`src/rtl/inst_fetch_responder_pkg.sv`:
```
// Shared constants and types for the instruction-fetch responder and its
// address-window checker.
package inst_fetch_responder_pkg;

    localparam logic [31:0] BASE_ADDR = 32'h8000_0000;
    localparam int unsigned SRAM_AW   = 20;
    localparam logic [31:0] NOP_INS   = 32'h0000_0000;
    localparam int unsigned CNT_W     = 4;

    typedef enum logic {
        IDLE = 1'b0,
        READ = 1'b1
    } fetch_state_e;

endpackage

```
`src/rtl/inst_fetch_responder_fetch_addr_check.sv`:
```
// Window/alignment checker: flags misaligned or out-of-window byte addresses
// and produces the SRAM word offset. Shared with the data-memory responder.
module fetch_addr_check
    import inst_fetch_responder_pkg::*;
#(
    parameter logic [31:0] WIN_BASE = BASE_ADDR,
    parameter int unsigned WIN_AW   = SRAM_AW
) (
    input  logic [31:0]       addr_i,
    output logic              fault_o,
    output logic [WIN_AW-1:0] off_o
);

    // 33-bit compare keeps the window end from wrapping past 2^32
    localparam logic [32:0] WIN_LO = {1'b0, WIN_BASE};
    localparam logic [32:0] WIN_HI = WIN_LO + (33'd4 << WIN_AW);

    logic [32:0] addr_ext;

    assign addr_ext = {1'b0, addr_i};
    assign fault_o  = (addr_i[1:0] != 2'b00) || (addr_ext < WIN_LO) || (addr_ext >= WIN_HI);
    assign off_o    = WIN_AW'((addr_i - WIN_BASE) >> 2);

endmodule

```
`src/rtl/inst_fetch_responder.sv`:
```
// Fetch-side SRAM responder: multi-cycle SRAM read with wait states, a
// one-entry last-fetch buffer, and a fault path that returns NOP without stalling.
module inst_fetch_responder
    import inst_fetch_responder_pkg::*;
#(
    parameter int unsigned WAIT_CYCLES = 1
) (
    input  logic               clk,
    input  logic               rst,
    input  logic [31:0]        im_addr,
    output logic [31:0]        im_data,
    output logic               if_bubble,
    output logic               im_fault,
    input  logic               inv,
    output logic [SRAM_AW-1:0] sram_addr,
    input  logic [31:0]        sram_data,
    output logic               sram_ce_n,
    output logic               sram_oe_n,
    output logic               sram_we_n
);

    fetch_state_e       state_q, state_d;
    logic               valid_q, valid_d;
    logic [31:0]        last_addr_q, last_addr_d;
    logic [31:0]        last_data_q, last_data_d;
    logic [31:0]        req_addr_q, req_addr_d;
    logic [CNT_W-1:0]   cnt_q, cnt_d;
    logic [SRAM_AW-1:0] sram_addr_q, sram_addr_d;
    logic               ce_n_q, ce_n_d;
    logic               oe_n_q, oe_n_d;

    logic               fault_c;
    logic [SRAM_AW-1:0] off_c;
    logic               hit_c;
    logic               start_c;
    logic               done_c;

    fetch_addr_check #(
        .WIN_BASE (BASE_ADDR),
        .WIN_AW   (SRAM_AW)
    ) u_addr_check (
        .addr_i  (im_addr),
        .fault_o (fault_c),
        .off_o   (off_c)
    );

    assign hit_c   = valid_q && (im_addr == last_addr_q);
    assign start_c = (state_q == IDLE) && !hit_c && !fault_c && !inv;
    assign done_c  = (state_q == READ) && (cnt_q == '0);

    always_ff @(posedge clk or posedge rst) begin
        if (rst) begin
            state_q     <= IDLE;
            valid_q     <= 1'b0;
            last_addr_q <= '0;
            last_data_q <= NOP_INS;
            req_addr_q  <= '0;
            cnt_q       <= '0;
            sram_addr_q <= '0;
            ce_n_q      <= 1'b1;
            oe_n_q      <= 1'b1;
        end else begin
            state_q     <= state_d;
            valid_q     <= valid_d;
            last_addr_q <= last_addr_d;
            last_data_q <= last_data_d;
            req_addr_q  <= req_addr_d;
            cnt_q       <= cnt_d;
            sram_addr_q <= sram_addr_d;
            ce_n_q      <= ce_n_d;
            oe_n_q      <= oe_n_d;
        end
    end

    always_comb begin
        state_d = state_q;
        case (state_q)
            IDLE:    if (start_c) state_d = READ;
            READ:    if (done_c)  state_d = IDLE;
            default: state_d = IDLE;
        endcase
    end

    always_comb begin
        valid_d     = valid_q;
        last_addr_d = last_addr_q;
        last_data_d = last_data_q;
        req_addr_d  = req_addr_q;
        cnt_d       = cnt_q;
        sram_addr_d = sram_addr_q;
        ce_n_d      = ce_n_q;
        oe_n_d      = oe_n_q;
        case (state_q)
            IDLE: begin
                if (start_c) begin
                    req_addr_d  = im_addr;
                    sram_addr_d = off_c;
                    ce_n_d      = 1'b0;
                    oe_n_d      = 1'b0;
                    cnt_d       = CNT_W'(WAIT_CYCLES);
                end else begin
                    ce_n_d = 1'b1;
                    oe_n_d = 1'b1;
                end
            end
            READ: begin
                if (!done_c) begin
                    cnt_d = cnt_q - CNT_W'(1);
                end else begin
                    // an invalidate on the capture edge drops the returned word
                    if (!inv) begin
                        last_data_d = sram_data;
                        last_addr_d = req_addr_q;
                        valid_d     = 1'b1;
                    end
                    ce_n_d = 1'b1;
                    oe_n_d = 1'b1;
                end
            end
            default: begin
                ce_n_d = 1'b1;
                oe_n_d = 1'b1;
            end
        endcase
        if (inv) valid_d = 1'b0;
    end

    assign im_fault  = fault_c;
    assign im_data   = hit_c ? last_data_q : NOP_INS;
    assign if_bubble = !hit_c && !fault_c;
    assign sram_addr = sram_addr_q;
    assign sram_ce_n = ce_n_q;
    assign sram_oe_n = oe_n_q;
    assign sram_we_n = 1'b1;

endmodule

```
`config.mk`:
```
export PLATFORM = sky130hd
export DESIGN_NAME = inst_fetch_responder
export DESIGN_NICKNAME = d
export VERILOG_FILES = /design/src/rtl/inst_fetch_responder_pkg.sv /design/src/rtl/inst_fetch_responder_fetch_addr_check.sv /design/src/rtl/inst_fetch_responder.sv
export SDC_FILE = /design/constraint.sdc
export NUM_CORES = 1
export LEC_CHECK = 0
export BUFFER_PORTS_ARGS = -buffer_cell sky130_fd_sc_hd__clkbuf_2
export CAP_MARGIN = 30
export CORE_ASPECT_RATIO = 1.75
export CORE_MARGIN = 2
export CORE_UTILIZATION = 35
export DETAILED_ROUTE_END_ITERATION = 10
export GPL_TIMING_DRIVEN = 0
export MAX_ROUTING_LAYER = met4
export REMOVE_ABC_BUFFERS = 1
export SLEW_MARGIN = 20
export SYNTH_ARGS = -nofsm -noshare
export SYNTH_HDL_FRONTEND = slang
export SYNTH_SLANG_ARGS = --single-unit
```
`constraint.sdc`:
```
create_clock -name clk -period 6.3 [get_ports clk]
set_clock_uncertainty 0.15 [all_clocks]
set_input_delay 0.315 -clock clk [delete_from_list [all_inputs] [get_ports clk]]
set_output_delay 0.315 -clock clk [all_outputs]
set_load 0.005 [all_outputs]
```
==> results of run 1 <==
## flip-flops by register name, indices dropped and copies added (netlist names)
signal and cells:
state_q 1, last_addr_q 32, valid_q 1, req_addr_q 32
cnt_q 4, sram_oe_n 1, last_data_q 32
## worst max-delay path: stages, from the launching register on
cell and delay, ps:
sky130_fd_sc_hd__dfrtp_1 390, sky130_fd_sc_hd__xor2_1 160, sky130_fd_sc_hd__nor4_2 370, sky130_fd_sc_hd__nand4_1 210, sky130_fd_sc_hd__nor4_2 730, sky130_fd_sc_hd__buf_2 340
sky130_fd_sc_hd__and2_1 150, sky130_fd_sc_hd__clkbuf_2 100
## kinds of logic after synthesis
group	after synthesis	synth area share (%)
DFF	103	55.49
muxes	84	21.32
and+or+nand+nor	77	10.10
buffers and inverters	40	5.681
xor gates and xnor gates	34	6.408
AOI/OAI and AO/OA	4	0.6460
adders and majority gates	1	0.2692
other	1	0.08070
## cell type report
class / count / share of cell area (%)
Clock inverter: 5 / 1.124
Tap cell: 171 / 3.767
Clock buffer: 11 / 4.450
Timing Repair Buffer: 132 / 13.00
Inverter: 4 / 0.3525
Sequential cell: 103 / 45.41
Multi-Input combinational cell: 201 / 31.90
## through the flow
stage | std cells | power (W) | cell area, µm² | utilization [%]
finish | 627 | 0.001531 | 5679 | 43.90
global route | 627 | 0.001612 | 5679 | 43.90
CTS | 627 | 0.001556 | 5679 | 43.90
detailed placement | 610 | 0.0009632 | 5353 | 41.37
global placement | 601 | 0.0009483 | 5223 | 40.37
floorplan | 308 | 0.0009026 | 4398 | -
## cell usage in the layout (no fill, tap or decap), types with 4 or more instances in the layout
| cell | synthesis | final |
|---|---|---|
| sky130_fd_sc_hd__clkbuf_2 | 0 | 122 |
| sky130_fd_sc_hd__dfrtp_1 | 102 | 102 |
| sky130_fd_sc_hd__mux2_2 | 72 | 72 |
| sky130_fd_sc_hd__and2_1 | 32 | 32 |
| sky130_fd_sc_hd__xor2_1 | 30 | 30 |
| sky130_fd_sc_hd__nor2b_1 | 12 | 12 |
| sky130_fd_sc_hd__mux2_4 | 12 | 12 |
| sky130_fd_sc_hd__clkbuf_16 | 0 | 9 |
| sky130_fd_sc_hd__nor4_1 | 9 | 8 |
| sky130_fd_sc_hd__nor2_1 | 7 | 7 |
| sky130_fd_sc_hd__xnor2_1 | 4 | 4 |
| sky130_fd_sc_hd__nand2_1 | 4 | 4 |
| sky130_fd_sc_hd__buf_6 | 2 | 4 |
## how the worst max path moves through the flow
stage	from	endpoint	slack, ps	cells past startpoint
after CTS	last_addr_q[7]	im_data[31]	2940	7
final	last_addr_q[12]	im_data[31]	3030	7
after global routing	last_addr_q[7]	im_data[24]	2690	7
after detailed placement	im_addr[7]	im_data[31]	3260	8
after global placement	im_addr[8]	im_data[2]	1330	7
after floorplan	cnt_q[0]	last_addr_q[0]	2840	5
## repair_timing
action / in CTS / in global routing
endpoints found under the hold margin: 45 / 0
hold buffers: 1 / 0
buffers inserted: 0 / 0
## power by group through the flow
stage | sequential [W] | clock, W | combinational (W)
after floorplan | 0.000792 | 0 | 0.000111
after global placement | 0.000799 | 0 | 0.000149
after global routing | 0.000806 | 0.000629 | 0.000177
after CTS | 0.000792 | 0.000605 | 0.000159
after detailed placement | 0.000804 | 0 | 0.000159
final | 0.000791 | 0.000585 | 0.000155
## metal layers
layer	up-vias	routed length (µm)	GRT usage, %
met1	1418	3715	15.88
met5	-	0	-
met2	70	4904	23.84
met4	0	142	6.277
li1	1358	-	-
met3	8	335	2.696
==> key figures, run 1 <==
Critical path
  • Crit Path Class: reg2out
  • Category of the worst setup path capture point: output port
  • Critical R2R Launch: last_addr_q[12]
  • Worst EP required: 5830 ps
  • Startpoint kind of the worst setup timing path: flip-flop
  • Worst reg-to-reg setup slack: 3610 ps
  • Critical Path AT: 2810 ps
  • Worst Reg-to-Reg Cells: 6
  • Largest fanout on the critical path: 13
  • RR Endpoint: req_addr_q[12]

Layout
  • Antenna cell count: 0
  • Fill cell instance count of the final layout: 1258
  • Area occupied by multi-input gates: 1812 µm²
  • Final-stage net count: 519
  • Syn-to-layout area delta: 22.21%
  • Layout cells sized above 1: 52.19%
  • Sequential cell area: 2579 µm²

Power and ir drop
  • P_int: 0.001177 W
  • Proportion of power drawn by flip-flops and latches: 51.7%
  • Clock network fraction of design power: 38.2%
  • Switching pwr: 0.0003534 W
  • Switching part of the total: 23.09%
  • VDD IR-drop max: 0.0001230 V
  • Power Density: 269.5 nW/µm²
  • Leakage dissipation: 3.016 nW
  • Share of power burned in combinational logic: 10.1%

Timing
  • Final TNS setup: 0 ps
  • Final critical delay including setup and external delays: 3274 ps
  • Setup repair after global routing missed its margin: false
  • Slew @ Worst Pin: 774.3 ps
  • Setup slack of the critical path after layout: 3026 ps
  • Relative slew margins: 47.95%
  • Hold Slack: 39.90 ps
  • Total of endpoints with negative setup slack in the final report: 0
  • Highest Clock Rate: 0.3055 GHz
  • Slew Limit Fails: 0
  • Crit share post-route: 51.96%
  • Number of hold violations in the final report: 0

Clocking
  • Clock-pin slew reported for the worst setup and hold paths after clock tree synthesis: 70 ps
  • Clock root buffer: sky130_fd_sc_hd__clkbuf_16
  • Post-CTS Resized: 0
  • CTS H-Tree Depth: 3
  • Cts bufs inserted: 9
  • Worst-Skew Late Latency: 350 ps
  • Clock Sink Count: 103
  • CTS tree: built
  • CTS max path bufs: 2

Placement
  • Placed wire-length estimate: 6781 µm
  • Count of buffers inserted at the top-level ports: 122
  • RD Place Congestion: 0.6946
  • Worst setup slack after placement: 3259 ps

Flow run
  • Max_cap viols: 0

Global route
  • Wire length of the first global-routing pass: 15100 µm
  • Pin count of the biggest net entering global routing: 59
  • Grt ovf: 0
  • Antenna violations before repair: 0
  • Aggregate global-route resource usage: 13.97%
  • Via count of the first global-routing pass: 3022

Synthesis
  • Asr flop ratio synth: 100.0%
  • EDFF count, synth: 0
  • Yosys warns: 0
  • Mapped Avg Cell Area: 13.51 µm²
  • Number of cells produced by synthesis: 344
  • Area of the mapped netlist: 4647 µm²
  • Flip-flop and latch count after synthesis: 103
  • Synth area leader: sky130_fd_sc_hd__dfrtp_1
  • Cell with the most instances after synthesis: sky130_fd_sc_hd__dfrtp_1
  • Share of the yosys chip area belonging to registers: 55.49%
  • Main area contributors after synthesis: sky130_fd_sc_hd__dfrtp_1 (55%), sky130_fd_sc_hd__mux2_2 (17%), sky130_fd_sc_hd__xor2_1 (5.7%)
  • Share of the synthesized area in the top cell type: 54.93%
  • Post-synth top flop: sky130_fd_sc_hd__dfrtp_1
  • Top cells by instance count after synthesis: sky130_fd_sc_hd__dfrtp_1 (102), sky130_fd_sc_hd__mux2_2 (72), sky130_fd_sc_hd__and2_1 (32)
  • Distinct cell type count of the synthesized netlist: 31

Hold path
  • Source of the worst hold timing path: inv
  • Number of stages on the worst hold path: 2
  • Class of the most critical hold timing path: in2reg
  • Hold-critical path endpoint: valid_q

Drt
  • Post-route antenna net violation count: 0
  • Starting DRT DRC Count: 78
  • Number of vias per cell after detailed routing: 4.552
  • Drt drc: 0
  • Length of the first detailed-routing pass in iterations: 4
  • DR WL/cell: 14.51 µm
  • Overall via count from detail_route: 2854
  • Total routed wirelength: 9097 µm

Run status
  • Status: complete, no violations

Floorplanning
  • Die Area: 14250 µm²
  • Vertical die dimension: 156.4 µm
  • Chip Width: 91.10 µm
  • Standard-cell row count: 55
  • Core ar.: 12940 µm²
  • Total I/O pin count: 124
  • Initial Utilization: 35.92%
No activity file was read; power rests on OpenSTA's default activity.
==> inputs of run 2 (changes only) <==
Settings changed: ABC_AREA set to 1.
Clock period 6.3 ns to 2.8 ns, I/O delays scaled along.
==> run 2 against run 1 <==
Effect of this change: sequential share of layout area shrank 6.9 points; design area up 18%; utilization up 2.5 points; register-to-register slack lost 3000 ps; worst setup slack worse by 2800 ps; worst hold slack gained 140 ps; combinational power rose by 100%; sequential power grew 96%; total power increased by 100%; largest power group unchanged.
==> key figures, run 2 <==
Layout
  • Layout cells sized above 1: 20.07% (was 52.19%)
  • Layout Cell Area excl Fill: 6705 µm² (was 5679 µm²)
  • Most frequent standard cell in the layout excluding fill and tap cells: sky130_fd_sc_hd__nand2_1 (was sky130_fd_sc_hd__clkbuf_2)
  • Regs by FF count: last_addr_q (32), last_data_q (32), req_addr_q (32) (unchanged)
  • Final-stage net count: 890 (was 519)
  • Final Core Density: 46.43% (was 43.90%)
  • Commonest non-fill, non-tap cells in the layout: sky130_fd_sc_hd__nand2_1 (159), sky130_fd_sc_hd__clkbuf_2 (122), sky130_fd_sc_hd__nor2_1 (117) (was sky130_fd_sc_hd__clkbuf_2 (122), sky130_fd_sc_hd__dfrtp_1 (102), sky130_fd_sc_hd__mux2_2 (72))
  • Syn-to-layout area delta: 29.60% (was 22.21%)
  • Antenna cell count: 0 (unchanged)

Power and ir drop
  • Total Power Consumption: 0.003066 W (was 0.001531 W)
  • Power Density: 457.2 nW/µm² (was 269.5 nW/µm²)
  • VDD IR-drop max: 0.0002815 V (was 0.0001230 V)
  • Leakage dissipation: 3.954 nW (was 3.016 nW)

Global route
  • Pin count of the biggest net entering global routing: 70 (was 59)
  • Wire length of the first global-routing pass: 21590 µm (was 15100 µm)
  • Grt ovf: 0 (unchanged)
  • Via count of the first global-routing pass: 4562 (was 3022)
  • Antenna violations before repair: 0 (unchanged)
  • Aggregate global-route resource usage: 18.07% (was 13.97%)

Critical path
  • Critical R2R Launch: cnt_q[0] (was last_addr_q[12])
  • Cells traversed along the worst timing path: dlygate4sd3_1 -> clkbuf_2 -> xnor2_1 -> nand2_1 -> nor2_1 -> nand2_1 -> nor2_2 -> nand4_4 -> buf_12 -> nor2_1 -> clkbuf_2 (was xor2_1 -> nor4_2 -> nand4_1 -> nor4_2 -> buf_2 -> and2_1 -> clkbuf_2)
  • RR Endpoint: last_addr_q[8] (was req_addr_q[12])
  • Category of the worst setup path capture point: output port (unchanged)
  • Slowest stage delay, CP: 550 ps (was 730 ps)
  • Critical Path AT: 2240 ps (was 2810 ps)
  • Slowest stage cell, crit path: sky130_fd_sc_hd__dlygate4sd3_1 (was sky130_fd_sc_hd__nor4_2)
  • Worst reg-to-reg setup slack: 570 ps (was 3610 ps)
  • Origin of the worst setup path: im_addr[12] (was last_addr_q[12])
  • Worst Reg-to-Reg Cells: 5 (was 6)
  • Largest fanout on the critical path: 33 (was 13)
  • Worst EP required: 2510 ps (was 5830 ps)
  • Crit Path Class: in2out (was reg2out)
  • Startpoint kind of the worst setup timing path: input pin (was flip-flop)

Timing
  • Slew Limit Fails: 0 (unchanged)
  • Number of hold violations in the final report: 0 (unchanged)
  • Total of endpoints with negative setup slack in the final report: 0 (unchanged)
  • Setup slack of the critical path after layout: 271.0 ps (was 3026 ps)
  • Relative slew margins: 57.29% (was 47.95%)
  • Crit share post-route: 90.32%
  • Slew @ Worst Pin: 640.6 ps (was 774.3 ps)
  • Setup repair after global routing missed its margin: false (unchanged)
  • Final critical delay including setup and external delays: 2529 ps
  • Highest Clock Rate: 0.3954 GHz

Hold path
  • Source of the worst hold timing path: im_addr[1] (was inv)
  • Class of the most critical hold timing path: in2reg (unchanged)
  • Number of stages on the worst hold path: 6 (was 2)
  • Hold-critical path endpoint: req_addr_q[6] (was valid_q)

Floorplanning
  • Die Area: 15810 µm² (was 14250 µm²)
  • Initial Utilization: 35.83% (was 35.92%)
  • Core ar.: 14440 µm² (was 12940 µm²)
  • Chip Width: 95.91 µm (was 91.10 µm)
  • Standard-cell row count: 58 (was 55)
  • Total I/O pin count: 124 (unchanged)
  • Vertical die dimension: 164.8 µm (was 156.4 µm)

Drt
  • Length of the first detailed-routing pass in iterations: 4 (unchanged)
  • Number of vias per cell after detailed routing: 4.575 (was 4.552)
  • Starting DRT DRC Count: 237 (was 78)
  • Total routed wirelength: 13520 µm (was 9097 µm)
  • DR WL/cell: 13.42 µm (was 14.51 µm)
  • Overall via count from detail_route: 4607 (was 2854)
  • Post-route antenna net violation count: 0 (unchanged)
  • Drt drc: 0 (unchanged)

Synthesis
  • Cell with the most instances after synthesis: sky130_fd_sc_hd__nand2_1 (was sky130_fd_sc_hd__dfrtp_1)
  • Distinct cell type count of the synthesized netlist: 30 (was 31)
  • Asr flop ratio synth: 100.0% (unchanged)
  • Area of the mapped netlist: 5174 µm² (was 4647 µm²)
  • Flip-flop and latch count after synthesis: 103 (unchanged)
  • Post-synth top flop: sky130_fd_sc_hd__dfrtp_1 (unchanged)
  • Yosys warns: 0 (unchanged)
  • Main area contributors after synthesis: sky130_fd_sc_hd__dfrtp_1 (49%), sky130_fd_sc_hd__nand2_1 (12%), sky130_fd_sc_hd__nor2_1 (8.6%) (was sky130_fd_sc_hd__dfrtp_1 (55%), sky130_fd_sc_hd__mux2_2 (17%), sky130_fd_sc_hd__xor2_1 (5.7%))
  • EDFF count, synth: 0 (unchanged)
  • Number of cells produced by synthesis: 675 (was 344)
  • Share of the yosys chip area belonging to registers: 49.84% (was 55.49%)
  • Synth area leader: sky130_fd_sc_hd__dfrtp_1 (unchanged)
  • Mapped Avg Cell Area: 7.665 µm² (was 13.51 µm²)
  • Share of the synthesized area in the top cell type: 49.33% (was 54.93%)
  • Top cells by instance count after synthesis: sky130_fd_sc_hd__nand2_1 (159), sky130_fd_sc_hd__nor2_1 (118), sky130_fd_sc_hd__inv_1 (108) (was sky130_fd_sc_hd__dfrtp_1 (102), sky130_fd_sc_hd__mux2_2 (72), sky130_fd_sc_hd__and2_1 (32))

Clocking
  • Clock-pin slew reported for the worst setup and hold paths after clock tree synthesis: 70 ps (about the same)
  • Cts bufs inserted: 9 (unchanged)
  • Clock Sink Count: 103 (unchanged)
  • Post-CTS Resized: 0 (unchanged)
  • CTS H-Tree Depth: 3 (unchanged)
  • Clock root buffer: sky130_fd_sc_hd__clkbuf_16 (unchanged)
  • CTS tree: built (unchanged)
  • CTS max path bufs: 2 (unchanged)
  • Worst-Skew Late Latency: 340 ps (was 350 ps)

Placement
  • RD Place Congestion: 0.8564 (was 0.6946)
  • Placed wire-length estimate: 9531 µm (was 6781 µm)
  • Count of buffers inserted at the top-level ports: 122 (unchanged)
  • Worst setup slack after placement: 337.3 ps (was 3259 ps)
  • Instance area at placement: 5861 µm² (was 5353 µm²)

Flow run
  • Max_cap viols: 0 (unchanged)

Run status
  • Status: complete, no violations (unchanged)
-- run 2: area by class of cell --
type,instances,area [µm²]
clock inverters,5,41.29
fillers,1460,7736
clock buffers,11,242.7
inverters,111,421.7
multi-input cells,415,1932
well taps,180,225.2
flip-flops and latches,103,2579
repair buffers,182,1264
-- run 2: worst max-delay path by stage --
stage                       to  slack [ps]  cells after the start
2_1_floorplan  last_addr_q[12]       -1040                      4
3_3_place_gp    last_addr_q[8]       -2440                      4
3_5_place_dp    req_addr_q[14]         340                     10
4_1_cts            im_data[19]           8                     11
5_1_grt            im_data[19]         140                     11
6_report           im_data[19]         270                     11
-- run 2: cells by family after synthesis --
group / after synthesis / share of synthesized area [%]
simple gates: 327 / 26.29
fa+ha+maj: 1 / 0.2418
mux: 8 / 1.741
xor+xnor: 10 / 1.693
buf+inv: 158 / 13.64
other cells: 1 / 0.07248
compound gates: 67 / 6.481
flops: 103 / 49.84
-- run 2: worst max-delay path: cells and delay by family --
| family | cells | cell delay (ps) |
|---|---|---|
| xor+xnor | 1 | 270 |
| buf+inv | 4 | 1040 |
| simple gates | 6 | 790 |
-- run 2: what timing repair did --
action,CTS,global route
hold endpoints to repair,87,0
endpoints found under the setup margin,0,28
hold buffers,54,0
buffers inserted,0,1
-- run 2: report_power, final --
part / leakage, nW / internal (W) / switching [W] / total [W]
registers: 1.26 / 0.00153 / 0.0000173 / 0.00155
logic: 2.56 / 0.000143 / 0.000172 / 0.000315
clock network: 0.133 / 0.000636 / 0.000568 / 0.00120
-- run 2: metrics by stage --
step,hold slack [ps],std cells,TNS (ps)
3_5_place_dp,4.966,935,0
3_3_place_gp,223.4,930,-334960
6_report,177.8,1007,0
5_1_grt,211.4,1007,0
2_1_floorplan,86.45,628,-69660
4_1_cts,154.1,1005,0
-- run 2: routing by layer --
layer / wire length [µm] / up-vias / share of wire [%] / global-route usage (%)
met5: 0 / - / 0 / -
met4: 348 / 0 / 2.6 / 6.688
met3: 333 / 24 / 2.5 / 2.144
met2: 7357 / 83 / 54 / 31.95
met1: 5478 / 2163 / 41 / 20.63
li1: - / 2337 / - / -
==> inputs of run 3 (changes only) <==
Settings changed: BUFFER_PORTS_ARGS -buffer_cell sky130_fd_sc_hd__clkbuf_2 to -buffer_cell sky130_fd_sc_hd__buf_4.
==> run 3 against run 2 <==
Effect of this change: final cell count about the same; wire length rose by 2.4%; flip-flop and latch count stayed put; register-to-register slack about the same; maximum frequency increased by 1.5%.
==> key figures, run 3 (synthesized netlist as in run 2, its figures left out) <==
Run status
  • Status: complete, no violations (unchanged)

Drt
  • Starting DRT DRC Count: 227 (was 237)
  • Number of vias per cell after detailed routing: 4.599 (was 4.575)
  • DR WL/cell: 13.76 µm (was 13.42 µm)
  • Overall via count from detail_route: 4627 (was 4607)
  • Length of the first detailed-routing pass in iterations: 5 (was 4)
  • Post-route antenna net violation count: 0 (unchanged)
  • Total routed wirelength: 13840 µm (was 13520 µm)
  • Drt drc: 0 (unchanged)

Global route
  • Wire length of the first global-routing pass: 21520 µm (was 21590 µm)
  • Pin count of the biggest net entering global routing: 68 (was 70)
  • Aggregate global-route resource usage: 18.02% (was 18.07%)
  • Grt ovf: 0 (unchanged)
  • Via count of the first global-routing pass: 4432 (was 4562)
  • Antenna violations before repair: 0 (unchanged)

Critical path
  • Crit Path Class: in2out (unchanged)
  • Cells traversed along the worst timing path: dlygate4sd3_1 -> buf_4 -> xnor2_1 -> nand4_1 -> nor2_1 -> nand4_4 -> buf_12 -> nor2_1 -> buf_4 (was dlygate4sd3_1 -> clkbuf_2 -> xnor2_1 -> nand2_1 -> nor2_1 -> nand2_1 -> nor2_2 -> nand4_4 -> buf_12 -> nor2_1 -> clkbuf_2)
  • Worst EP required: 2510 ps (about the same)
  • Slowest stage delay, CP: 560 ps (was 550 ps)
  • Origin of the worst setup path: im_addr[8] (was im_addr[12])
  • Cell class contributing the biggest share of worst-path delay: buffers and inverters (unchanged)
  • Slowest stage cell, crit path: sky130_fd_sc_hd__dlygate4sd3_1 (unchanged)
  • Largest fanout on the critical path: 33 (unchanged)
  • Category of the worst setup path capture point: output port (unchanged)
  • Critical Path AT: 2200 ps (was 2240 ps)
  • Critical R2R Launch: cnt_q[0] (unchanged)
  • Buffering stage count on the worst path with inverters included: 4 (unchanged)
  • Startpoint kind of the worst setup timing path: input pin (unchanged)

Timing
  • Hold Slack: 183.0 ps (was 177.8 ps)
  • Slew Limit Fails: 0 (unchanged)
  • Total of endpoints with negative setup slack in the final report: 0 (unchanged)
  • Highest Clock Rate: 0.4015 GHz (was 0.3954 GHz)
  • Number of hold violations in the final report: 0 (unchanged)
  • Slew @ Worst Pin: 680.5 ps (was 640.6 ps)
  • Relative slew margins: 54.53% (was 57.29%)
  • Crit share post-route: 88.95% (was 90.32%)
  • Final TNS setup: 0 ps (unchanged)
  • Final critical delay including setup and external delays: 2491 ps (was 2529 ps)
  • Setup repair after global routing missed its margin: false (unchanged)

Floorplanning
  • Total I/O pin count: 124 (unchanged)
  • Standard-cell row count: 58 (unchanged)
  • Core ar.: 14440 µm² (unchanged)
  • Chip Width: 95.91 µm (unchanged)
  • Vertical die dimension: 164.8 µm (unchanged)
  • Initial Utilization: 35.83% (unchanged)
  • Die Area: 15810 µm² (unchanged)

Clocking
  • Worst-Skew Late Latency: 340 ps (about the same)
  • CTS tree: built (unchanged)
  • Clock-pin slew reported for the worst setup and hold paths after clock tree synthesis: 70 ps (about the same)
  • CTS max path bufs: 2 (unchanged)
  • CTS H-Tree Depth: 3 (unchanged)
  • Cts bufs inserted: 9 (unchanged)
  • Clock Sink Count: 103 (unchanged)
  • Clock root buffer: sky130_fd_sc_hd__clkbuf_16 (unchanged)
  • Post-CTS Resized: 0 (unchanged)

Placement
  • Count of buffers inserted at the top-level ports: 122 (unchanged)
  • Placed wire-length estimate: 9490 µm (was 9531 µm)
  • RD Place Congestion: 0.8763 (was 0.8564)

Layout
  • Commonest non-fill, non-tap cells in the layout: sky130_fd_sc_hd__nand2_1 (159), sky130_fd_sc_hd__buf_4 (124), sky130_fd_sc_hd__nor2_1 (117) (was sky130_fd_sc_hd__nand2_1 (159), sky130_fd_sc_hd__clkbuf_2 (122), sky130_fd_sc_hd__nor2_1 (117))
  • Syn-to-layout area delta: 36.01% (was 29.60%)
  • Final Core Density: 48.73% (was 46.43%)
  • Regs by FF count: last_addr_q (32), last_data_q (32), req_addr_q (32) (unchanged)
  • Antenna cell count: 0 (unchanged)
  • Final-stage net count: 890 (unchanged)
  • Fill cell instance count of the final layout: 1424 (was 1460)
  • Most frequent standard cell in the layout excluding fill and tap cells: sky130_fd_sc_hd__nand2_1 (unchanged)
  • Layout cells sized above 1: 19.98% (was 20.07%)

Power and ir drop
  • Power Density: 458.4 nW/µm² (was 457.2 nW/µm²)
  • VDD IR-drop max: 0.0003678 V (was 0.0002815 V)
  • Leakage dissipation: 4.051 nW (was 3.954 nW)
  • Total Power Consumption: 0.003226 W (was 0.003066 W)

Flow run
  • Max_cap viols: 0 (unchanged)

Hold path
  • Class of the most critical hold timing path: in2reg (unchanged)
  • Source of the worst hold timing path: im_addr[1] (unchanged)
==> run 3: changes by cell type in the layout (fill, tap and decap cells not counted) <==
cell                        before  now
sky130_fd_sc_hd__nor2_2          2    1
sky130_fd_sc_hd__clkbuf_2      122    0
sky130_fd_sc_hd__buf_4           1  124
sky130_fd_sc_hd__clkbuf_8        1    0
sky130_fd_sc_hd__bufinv_16       0    2
sky130_fd_sc_hd__nor2_4          0    1
sky130_fd_sc_hd__buf_8           2    1
sky130_fd_sc_hd__inv_6           3    1
==> run 3: layout make-up <==
cell class	count	area [µm²]	share of cell area, %
flip-flops and latches	103	2579	36.65
inverters	111	421.7	5.992
well taps	180	225.2	3.201
multi-input cells	415	1937	27.52
clock inverters	5	83.83	1.191
clock buffers	10	229.0	3.254
repair buffers	182	1562	22.19
==> run 3: tightest hold or removal path: stages <==
cell and delay, ps:
sky130_fd_sc_hd__buf_4 100, sky130_fd_sc_hd__inv_2 40, sky130_fd_sc_hd__nand4_1 100, sky130_fd_sc_hd__nor3_4 100, sky130_fd_sc_hd__nand4_1 100, sky130_fd_sc_hd__nand2_1 50
==> run 3: metal layers <==
metal  part of all wire [%]  vias up  track usage, %
met2                     54      106           31.09
met4                    2.8        0           6.234
li1                       -     2331               -
met5                      0        -               -
met3                    3.3       18           2.372
met1                     40     2172           21.36
==> run 3: report_power, final <==
group / internal (W) / switching (W) / leakage (nW)
combinational: 0.000169 / 0.000174 / 2.65
sequential: 0.00153 / 0.0000171 / 1.26
clock: 0.000781 / 0.000556 / 0.145
==> run 3: timing repair <==
item / in CTS / in global routing
endpoints found under the hold margin: 104 / 0
buffers inserted: 0 / 2
setup endpoints to repair: 0 / 41
hold buffers: 54 / 0
==> run 3: final timing paths <==
check	depth (start not counted)	slack [ps]	to
min in group asynchronous	3	250	last_data_q[12]
worst max register to register	5	570	last_addr_q[8]
worst min-delay path	6	180	req_addr_q[13]
worst max-delay path	9	310	im_data[4]
max in group asynchronous	4	1560	sram_oe_n
worst min register to register	2	300	req_addr_q[31]
==> run 3: per-stage QoR <==
stage	setup WS (ps)	std cells	instance area [µm²]
2_1_floorplan	-1045	628	4885
3_3_place_gp	-2531	930	6026
3_5_place_dp	294.9	934	6156
4_1_cts	25.48	1003	7009
5_1_grt	171.1	1006	7037
6_report	309.3	1006	7037
